<file path="src/rtl/detector_flanco_multi.sv">
// Multi-channel edge detector: per-channel synchroniser, debounce filter, mode-selectable
// edge pulse and sticky pending flag, plus a shared saturating event counter and IRQ.
module detector_flanco_multi #(
    parameter int unsigned N_CANALES       = 4,
    parameter int unsigned SYNC_ETAPAS     = 2,
    parameter int unsigned DEBOUNCE_CICLOS = 1,
    parameter int unsigned CNT_W           = 8
) (
    input  logic                   clk,
    input  logic                   rst_n,
    input  logic [N_CANALES-1:0]   senal_entrada,
    input  logic [2*N_CANALES-1:0] modo,
    input  logic [N_CANALES-1:0]   limpiar,
    input  logic                   limpiar_cnt,
    output logic [N_CANALES-1:0]   nivel_filtrado,
    output logic [N_CANALES-1:0]   pulso,
    output logic [N_CANALES-1:0]   pendiente,
    output logic                   irq,
    output logic [CNT_W-1:0]       contador_eventos
);

    localparam int unsigned DW = $clog2(DEBOUNCE_CICLOS) + 1;
    localparam int unsigned PW = $clog2(N_CANALES + 1);
    localparam int unsigned EW = CNT_W + PW + 1;

    logic [N_CANALES-1:0] sync_out;
    logic [N_CANALES-1:0] nivel_q, nivel_d;
    logic [N_CANALES-1:0] pulso_q, pulso_d;
    logic [N_CANALES-1:0] pend_q, pend_d;
    logic                 irq_q;
    logic [CNT_W-1:0]     cnt_ev_q, cnt_ev_d;
    logic [PW-1:0]        parcial [N_CANALES+1];
    logic [EW-1:0]        suma;

    assign parcial[0] = '0;

    genvar g;
    generate
        for (g = 0; g < N_CANALES; g++) begin : g_canal
            logic [DW-1:0] cnt_q, cnt_d;
            logic          conmuta;
            logic          sube, baja;

            if (SYNC_ETAPAS == 0) begin : g_directo
                assign sync_out[g] = senal_entrada[g];
            end else begin : g_sinc
                logic [SYNC_ETAPAS-1:0] sinc_q;
                // Shift toward the MSB; the MSB is the last (most settled) stage.
                always_ff @(posedge clk) begin
                    if (!rst_n) sinc_q <= '0;
                    else        sinc_q <= SYNC_ETAPAS'({sinc_q, senal_entrada[g]});
                end
                assign sync_out[g] = sinc_q[SYNC_ETAPAS-1];
            end

            always_comb begin
                conmuta = 1'b0;
                cnt_d   = cnt_q;
                if (sync_out[g] == nivel_q[g]) begin
                    cnt_d = '0;
                end else if (cnt_q == DW'(DEBOUNCE_CICLOS - 1)) begin
                    conmuta = 1'b1;
                    cnt_d   = '0;
                end else begin
                    cnt_d = cnt_q + DW'(1);
                end
            end

            always_ff @(posedge clk) begin
                if (!rst_n) cnt_q <= '0;
                else        cnt_q <= cnt_d;
            end

            assign nivel_d[g]   = nivel_q[g] ^ conmuta;
            assign sube         = conmuta & ~nivel_q[g];
            assign baja         = conmuta &  nivel_q[g];
            assign pulso_d[g]   = (sube & modo[2*g]) | (baja & modo[2*g+1]);
            assign parcial[g+1] = parcial[g] + PW'(pulso_d[g]);
        end
    endgenerate

    // A clear coinciding with a new pulse keeps the flag set so no event is lost.
    assign pend_d = pulso_d | (pend_q & ~limpiar);

    always_comb begin
        suma = (limpiar_cnt ? '0 : EW'(cnt_ev_q)) + EW'(parcial[N_CANALES]);
        if (|suma[EW-1:CNT_W]) cnt_ev_d = '1;
        else                   cnt_ev_d = suma[CNT_W-1:0];
    end

    always_ff @(posedge clk) begin
        if (!rst_n) begin
            nivel_q  <= '0;
            pulso_q  <= '0;
            pend_q   <= '0;
            irq_q    <= 1'b0;
            cnt_ev_q <= '0;
        end else begin
            nivel_q  <= nivel_d;
            pulso_q  <= pulso_d;
            pend_q   <= pend_d;
            irq_q    <= |pend_q;
            cnt_ev_q <= cnt_ev_d;
        end
    end

    assign nivel_filtrado   = nivel_q;
    assign pulso            = pulso_q;
    assign pendiente        = pend_q;
    assign irq              = irq_q;
    assign contador_eventos = cnt_ev_q;

endmodule

</file>
<file path="config.mk">
export PLATFORM = sky130hd
export DESIGN_NAME = detector_flanco_multi
export DESIGN_NICKNAME = d
export VERILOG_FILES = /design/src/rtl/detector_flanco_multi.sv
export SDC_FILE = /design/constraint.sdc
export NUM_CORES = 1
export LEC_CHECK = 0
export CAP_MARGIN = 20
export CORE_AREA = 2 2 66 75
export DETAILED_ROUTE_END_ITERATION = 10
export DIE_AREA = 0 0 68 77
export PLACE_DENSITY = 0.63
export SKIP_CTS_REPAIR_TIMING = 1
export SLEW_MARGIN = 20
export SYNTH_ARGS = -nofsm -noshare
export SYNTH_HDL_FRONTEND = slang
export SYNTH_SLANG_ARGS = --single-unit
</file>
<file path="constraint.sdc">
create_clock -name clk -period 5.3 [get_ports clk]
set_input_delay 0.795 -clock clk [delete_from_list [all_inputs] [get_ports clk]]
set_output_delay 0.795 -clock clk [all_outputs]
set_load 0.05 [all_outputs]
</file>
==> flow_summary.ini, run 1 <==
[logic_synthesis]
ys_seq_area_share_pct = 50.82
ys_top_cells_by_count = dfxtp_1 (33), and2_1 (12), nor2b_1 (10)
yosysTopAreaCell = dfxtp_1
synth_top_area_share_pct = 50.82
async_reset_ff_share_pct = 0
ys_seq_elements = 33
syn-cell-area_sq_mm = 0.001300
synth_ff_type = dfxtp_1
syn_area_per_cell_sq_um = 10.66
yosysMostFrequentCell = dfxtp_1
ys_warn_count = 0
synth-edff-count = 0
synth_cell_type_count = 32
syn_inst = 122
synth_area_leaders = dfxtp_1 (51%), and2_1 (5.8%), nand3b_1 (5.2%)

[routing]
wl_met2_mm = 1.167
route.detailed.drc = 0
drt-wirelength-per-cell_microns = 11.33
route.met3.wl_microns = 215
ant_nets = 0
via_count = 1008
viasPerCell = 4.480
drt-initial-drc-count = 41
dr.pass1.iters = 4
met1Wirelength_mm = 1.117
wl_mm = 2.550
maxUsedRoutingLayer = met4

[worst_hold_path]
hp-class = reg -> reg
hold_depth = 1

[cells_and_area]
layout-drive-gt1-share_pct = 6.509
final_nets = 191
area.growth.synth_to_final_pct = 44.27
diodes = 0
stdcell_area_sq_mm = 0.001876

[floorplan]
rows = 26
die_h_microns = 77
start_util_pct = 28.96
die_x_microns = 68
dieArea_sq_mm = 0.005236
ios = 40
coreArea_sq_mm = 0.004489

[setup_path]
critical_path.cell_chain = clkdlybuf4s50_1, nand3b_1, a21oi_1, fa_1, inv_1, fa_1, inv_1, fa_1, and3_4, and2_4, and4b_1, nor3_2
arrival_ns = 3.58
r2r_slack_ns = 2.51
crit_type = in -> reg
setup.worst_path.start = modo[2]
cp_max_fo = 5
reg2reg_depth = 11
start_kind = input pin
critPathRequiredTime_ns = 5.51
cp.depth = 12
worst_path_most_repeated_cell = fa_1
slowest_stage = clkdlybuf4s50_1
rr_endpoint = contador_eventos[6]
worstSetupEndpointType = register
crit_end = contador_eventos[6]
cpPeakStageDelay_ns = 0.47
worst-path-buf-inv = 3
crit_family = adder cells

[cts]
cts_root_buf = clkbuf_8
clkTransAtPathRegs_ns = 0.06
cts.sinks = 33
clk_latency_ns = 0.28
numCtsBuffers = 5
h-tree-depth = 2
clock_path_buffers = 2
cts_tree = done

[power_and_ir_drop]
p_leak_nw = 0.7135
peakVddDrop_v = 0.00007539
cellPowerDensity_mw_per_mm2 = 288.0

[outcome]
status = finished, final reports clean

[timing]
setup_violations = 0
finalCriticalPeriod_ns = 3.364
rsz0062_at_grt = no
clock_skew_ns = 0.005137
hold_viol = 0
fin_tns_setup_ns = 0
period_share_pct = 63.47
fmaxAchievable_ghz = 0.2973
slew_headroom_pct = 48.32
drv_slew = 0
worstMarginPinSlew_ns = 0.7728

[run]
cap_violations = 0

[placement]
port_buffers = 39
dp.final_hpwl_mm = 1.861
gp_congestion = 0.6990
place_area_sq_mm = 0.001759

[global_route]
grtUsageTotal_pct = 10.42
grt-ovfl-total = 0
grt_pass1_wl_mm = 4.174
antenna_found_initial = 0
grt_max_degree = 29
grt_pass1_vias = 1002
## layout make-up
class	count	area, sq um
fill	428	2614
tap	56	70.07
clock buffer	7	86.33
sequential	33	660.6
timing repair buffer	39	390.4
multi-input combinational	85	623.1
clock inverter	1	30.03
inverter	4	15.01
## cell families after synthesis
kind of cell | after synthesis | share of synthesized area [%]
AOI/OAI and AO/OA | 23 | 11.55
xor gates and xnor gates | 1 | 0.6738
adders and majority gates | 4 | 5.582
buffers and inverters | 7 | 2.117
DFF | 33 | 50.82
muxes | 4 | 3.080
other | 1 | 0.2885
and+or+nand+nor | 49 | 25.89
## power breakdown
part	internal [mW]	total (mW)	switching (mW)	leakage, nW
Clock	0.153	0.237	0.0841	0.0585
Sequential	0.255	0.259	0.00375	0.270
Combinational	0.0235	0.0439	0.0204	0.385
## worst min path at each step
stage                                startpoint                          end  slack [ns]
floorplan           g_canal[0].g_sinc.sinc_q[0]  g_canal[0].g_sinc.sinc_q[1]        0.41
global placement    g_canal[1].g_sinc.sinc_q[0]  g_canal[1].g_sinc.sinc_q[1]        0.41
detailed placement  g_canal[1].g_sinc.sinc_q[0]  g_canal[1].g_sinc.sinc_q[1]        0.42
CTS                 g_canal[1].g_sinc.sinc_q[0]  g_canal[1].g_sinc.sinc_q[1]        0.44
global route        g_canal[2].g_sinc.sinc_q[0]  g_canal[2].g_sinc.sinc_q[1]        0.46
finish              g_canal[1].g_sinc.sinc_q[0]  g_canal[1].g_sinc.sinc_q[1]        0.43
## metal layers
| metal | up-vias | global-route usage, % |
|---|---|---|
| li1 | 502 | - |
| met1 | 456 | 11.50 |
| met2 | 43 | 16.89 |
| met3 | 7 | 4.106 |
| met4 | 0 | 5.200 |
| met5 | - | 0 |
## cell usage in the layout (no fill, tap or decap), drive strengths merged
| master | n |
|---|---|
| a31oi | 1 |
| and4b | 3 |
| and3 | 1 |
| bufinv | 1 |
| nor3 | 1 |
| inv | 4 |
| o2111ai | 1 |
| xor2 | 1 |
| o211a | 1 |
| nand2b | 2 |
| and2 | 13 |
| nor2 | 1 |
| o21a | 4 |
| o41a | 1 |
| nand3b | 9 |
| nand2 | 3 |
| conb | 4 |
| dfxtp | 33 |
| nand4b | 1 |
| o21ai | 7 |
| clkdlybuf4s50 | 39 |
| mux2i | 4 |
| ha | 1 |
| and2b | 3 |
| nand3 | 1 |
| nor2b | 10 |
| a21oi | 7 |
| fa | 3 |
| a21boi | 1 |
| or2b | 1 |
| clkbuf | 7 |
## worst reg2reg max path: cells and delay by family, from the launching register on
kind                       cells  cell delay [ns]
AOI/OAI and AO/OA              1             0.34
adders and majority gates      3             1.06
buffers and inverters          2             0.13
DFF                            1             0.33
and+or+nand+nor                5             0.86
## through the flow
stage               worst slack (ns)  total power, mW  util, %  cells  hold slack (ns)
global route                   1.799           0.5629    41.78    225           0.4617
global placement               1.706           0.3085    39.19    217           0.4145
floorplan                      2.321           0.2868        -    125           0.4119
detailed placement             1.616           0.3090    39.19    217           0.4209
CTS                            1.914           0.5495    41.78    225           0.4366
finish                         1.936           0.5402    41.78    225           0.4348
Power figures use the tool's default switching activity.
==> run 2, diff against run 1 <==
clock period = 3.5 ns   (was 5.3 ns; I/O delays follow)
==> run 2 against run 1 <==
  * Design area down 1.2%
  * Worst hold slack worse by 0.0017 ns
  * Via count down 1.8%
  * Total power up 36%
  * Sequential power up 52%
  * Wire length down 0.94%
  * Global-route usage about the same
  * Sequential share of layout area up 0.43 points
  * Critical path depth unchanged
  * Cell count unchanged
  * Critical path type unchanged
==> flow_summary.ini, run 2 (synthesized netlist as in run 1, its figures left out) <==
[setup_path]
slowest_stage = fa_1
cp_max_fo = 5
arrival_ns = 3.24
worstSetupEndpointType = register
worst-path-buf-inv = 3
crit_family = adder cells
critical_path.cell_chain = clkdlybuf4s50_1, nand3b_1, a21oi_1, fa_1, inv_1, fa_1, inv_1, fa_1, and3_4, and2_4, o21ai_0, o21ai_1
r2r_slack_ns = 0.72
crit_type = in -> reg
critPathRequiredTime_ns = 3.65
worst_path_most_repeated_cell = fa_1
start_kind = input pin
cpPeakStageDelay_ns = 0.47

[cells_and_area]
area.growth.synth_to_final_pct = 42.54
final_cell_mix = clkdlybuf4s50_1 (39), dfxtp_1 (33), and2_1 (12)
diodes = 0
fin_util_pct = 41.28
layout-drive-gt1-share_pct = 6.509
final_common_cell = clkdlybuf4s50_1
nFillCells = 431
final_nets = 192

[cts]
cts_tree = done
numCtsBuffers = 5
clk_latency_ns = 0.27
clkTransAtPathRegs_ns = 0.06
clock_path_buffers = 2
cts.sinks = 33
h-tree-depth = 2
cts_root_buf = clkbuf_8

[power_and_ir_drop]
cellPowerDensity_mw_per_mm2 = 395.8
p_leak_nw = 0.7048
peakVddDrop_v = 0.0001238
total_power_mw = 0.7335

[routing]
dr.pass1.iters = 3
ant_nets = 0
viasPerCell = 4.400
route.detailed.drc = 0
via_count = 990
drt-initial-drc-count = 46
wl_mm = 2.526
drt-wirelength-per-cell_microns = 11.23

[placement]
port_buffers = 39
dp.final_hpwl_mm = 1.850
pre_cts_slack_ns = 0.1036
gp_congestion = 0.7346

[floorplan]
dieArea_sq_mm = 0.005236
die_h_microns = 77
coreArea_sq_mm = 0.004489
start_util_pct = 28.96
die_x_microns = 68
rows = 26
ios = 40

[timing]
whs_ns = 0.4331
period_share_pct = 88.08
finalCriticalPeriod_ns = 3.083
fin_tns_setup_ns = 0
worstMarginPinSlew_ns = 0.8251
drv_slew = 0
timing.final.ws_setup_ns = 0.4172
clock_skew_ns = 0.003297
slew_headroom_pct = 44.82
rsz0062_at_grt = no
setup_violations = 0
hold_viol = 0
fmaxAchievable_ghz = 0.3244

[global_route]
use_met1_pct = 12.36
grt_pass1_vias = 983
use_met2_pct = 16.41
grtUsageMet3_pct = 4.545
grt-ovfl-total = 0
antenna_found_initial = 0
grt.busiest_layer = met2
grt_max_degree = 29
grtUsageTotal_pct = 10.41
grt_pass1_wl_mm = 4.222

[worst_hold_path]
hp-class = reg -> reg

[run]
cap_violations = 0

[outcome]
status = finished, final reports clean
## run 2: area by class of cell
cell class / count / area, sq um / share of cell area (%)
flip-flops and latches: 33 / 660.6 / 35.65
repair buffers: 40 / 397.9 / 21.47
clock buffers: 7 / 86.33 / 4.659
well taps: 56 / 70.07 / 3.781
inverters: 4 / 15.01 / 0.8103
multi-input cells: 85 / 623.1 / 33.63
## run 2: power by group
group	switching, mW	internal (mW)
combinational	0.0314	0.0359
sequential	0.00563	0.387
clock	0.118	0.156
## run 2: worst reg2reg max path: stages, from the launching register on
cell and delay [ns]:
dfxtp_1 0.33, nand3b_1 0.15, a21oi_1 0.28, fa_1 0.47, inv_1 0.09, fa_1 0.20, inv_1 0.06, fa_1 0.42
and3_4 0.21, and2_4 0.17, o21ai_0 0.19, o21ai_1 0.11
## run 2: per-layer routing
layer  vias up  share of wire, %
met2        34                47
met4         0              0.55
met5         -                 0
met1       452                44
li1        502                 -
met3         2               8.0
## run 2: worst paths after layout
path / start / depth (start not counted) / to
worst min-delay path: g_canal[1].g_sinc.sinc_q[0] / 1 / g_canal[1].g_sinc.sinc_q[1]
worst max register to register: register / 11 / contador_eventos[7]
worst max-delay path: modo[4] / 12 / contador_eventos[7]
worst min register to register: g_canal[1].g_sinc.sinc_q[0] / 1 / g_canal[1].g_sinc.sinc_q[1]
## run 2: through the flow
stage,std cells,instance area [sq um]
4_1_cts,225,1853
6_report,225,1853
3_5_place_dp,218,1767
3_3_place_gp,218,1767
5_1_grt,225,1853
2_1_floorplan,125,1311
==> run 3, diff against run 2 <==
CORE_AREA = 2 2 62 69   (was 2 2 66 75)
DIE_AREA = 0 0 64 71   (was 0 0 68 77)
PLACE_DENSITY = 0.7   (was 0.63)
SKIP_LAST_GASP = 1   (was not set)
==> run 3 against run 2 <==
  * Wire length fell by 1.5%
  * Total power decreased by 1.5%
  * Die area decreased by 13%
  * Maximum frequency up 0.83%
  * Count of clock-buffer cells in the layout fell by 1
  * Via count is 0.51% lower
==> flow_summary.ini, run 3 (synthesized netlist as in run 1, its figures left out) <==
[outcome]
status = finished, final reports clean

[floorplan]
ios = 40
rows = 24
coreArea_sq_mm = 0.003874
start_util_pct = 33.56
die_h_microns = 71
die_x_microns = 64
dieArea_sq_mm = 0.004544

[timing]
rsz0062_at_grt = no
finalCriticalPeriod_ns = 3.057
clock_skew_ns = 0.001633
setup_violations = 0
hold_viol = 0
slew_headroom_pct = 48.63
worstMarginPinSlew_ns = 0.7682
fmaxAchievable_ghz = 0.3271
fin_tns_setup_ns = 0
period_share_pct = 87.36
drv_slew = 0

[power_and_ir_drop]
p_leak_nw = 0.7000
cellPowerDensity_mw_per_mm2 = 393.4
combPwrFrac_pct = 9.1
peakVddDrop_v = 0.0001571
power.share.clock_pct = 36.5
p_int_mw = 0.5597
power_frac_seq_pct = 54.4
p_sw_share_pct = 22.54
power.switching_mw = 0.1629

[cts]
h-tree-depth = 2
clk_latency_ns = 0.28
cts_tree = done
cts_root_buf = clkbuf_8
cts.sinks = 33
clkTransAtPathRegs_ns = 0.06
clock_path_buffers = 2
numCtsBuffers = 5

[setup_path]
cp_max_fo = 5
setup.worst_path.start = modo[4]
r2r_slack_ns = 0.73
crit_end = contador_eventos[6]
crit_type = in -> reg
start_kind = input pin
rr_endpoint = contador_eventos[6]
critPathRequiredTime_ns = 3.71
arrival_ns = 3.26
worstSetupEndpointType = register
reg2reg_depth = 11

[global_route]
use_met2_pct = 18.63
use_met1_pct = 13.90
grt.busiest_layer = met2
grt_max_degree = 29
grt-ovfl-total = 0
grtUsageTotal_pct = 12.02
grt_pass1_vias = 979
grt_pass1_wl_mm = 4.202
antenna_found_initial = 0
grtUsageMet3_pct = 5.882

[routing]
wl_mm = 2.487
drt-initial-drc-count = 27
viasPerCell = 4.457
dr.pass1.iters = 4
via_count = 985
route.detailed.drc = 0
ant_nets = 0
drt-wirelength-per-cell_microns = 11.25

[cells_and_area]
final_common_cell = clkdlybuf4s50_1
area.growth.synth_to_final_pct = 41.29
fin_util_pct = 47.42
diodes = 0
final_cell_mix = clkdlybuf4s50_1 (39), dfxtp_1 (33), and2_1 (12)
layout-drive-gt1-share_pct = 6.509
final_nets = 191

[run]
cap_violations = 0

[worst_hold_path]
hp-class = reg -> reg

[placement]
port_buffers = 39
gp_congestion = 0.8861
dp.final_hpwl_mm = 1.832
==> run 3: changes by cell type in the layout (fill, tap and decap cells not counted), sizes merged <==
cell    before  now
buf          1    0
clkbuf       7    6
clkinv       0    2
==> run 3: metal layers <==
layer,vias to the layer above,wire (microns)
met5,-,0
met4,0,41
met3,5,243
met2,46,1061
met1,429,1141
li1,505,-
==> run 3: worst min-delay path by stage <==
stage / from / to / slack (ns) / depth (start not counted)
detailed placement: g_canal[2].g_sinc.sinc_q[0] / g_canal[2].g_sinc.sinc_q[1] / 0.42 / 1
global placement: g_canal[0].g_sinc.sinc_q[0] / g_canal[0].g_sinc.sinc_q[1] / 0.42 / 1
CTS: g_canal[2].g_sinc.sinc_q[0] / g_canal[2].g_sinc.sinc_q[1] / 0.44 / 1
global route: g_canal[0].g_sinc.sinc_q[0] / g_canal[0].g_sinc.sinc_q[1] / 0.46 / 1
finish: g_canal[2].g_sinc.sinc_q[0] / g_canal[2].g_sinc.sinc_q[1] / 0.44 / 1
floorplan: g_canal[0].g_sinc.sinc_q[0] / g_canal[0].g_sinc.sinc_q[1] / 0.41 / 1
==> run 3: area by class of cell <==
| type | count | area, sq um |
|---|---|---|
| clock buffers | 6 | 72.57 |
| clock inverters | 2 | 10.01 |
| fillers | 366 | 2037 |
| inverters | 4 | 15.01 |
| multi-input cells | 85 | 623.1 |
| flip-flops and latches | 33 | 660.6 |
| well taps | 52 | 65.06 |
| repair buffers | 39 | 390.4 |
==> run 3: stage by stage <==
step | instance area, sq um | std cells | hold WS, ns | total power [mW] | setup WS, ns
6_report | 1837 | 221 | 0.4359 | 0.7226 | 0.4426
5_1_grt | 1837 | 221 | 0.4556 | 0.7546 | 0.2513
4_1_cts | 1837 | 221 | 0.4395 | 0.7358 | 0.4154
3_5_place_dp | 1754 | 213 | 0.4236 | 0.4681 | 0.1206
3_3_place_gp | 1754 | 213 | 0.4158 | 0.4672 | 0.1574
2_1_floorplan | 1311 | 125 | 0.4119 | 0.4343 | 0.6227
==> run 3: critical path: stages <==
cell and delay, ns:
clkdlybuf4s50_1 0.46, nand3b_1 0.07, a21oi_1 0.31, fa_1 0.47
inv_1 0.08, fa_1 0.19, inv_1 0.05, fa_1 0.41
and3_4 0.21, and2_4 0.16, and4b_1 0.18, nor3_2 0.15
==> run 3: power by group through the flow <==
stage	logic, mW	clock network, mW	registers (mW)
after global placement	0.0664	0	0.401
after floorplan	0.0194	0	0.415
after CTS	0.0672	0.276	0.393
after global routing	0.0715	0.289	0.394
final	0.0661	0.264	0.393
after detailed placement	0.0670	0	0.401
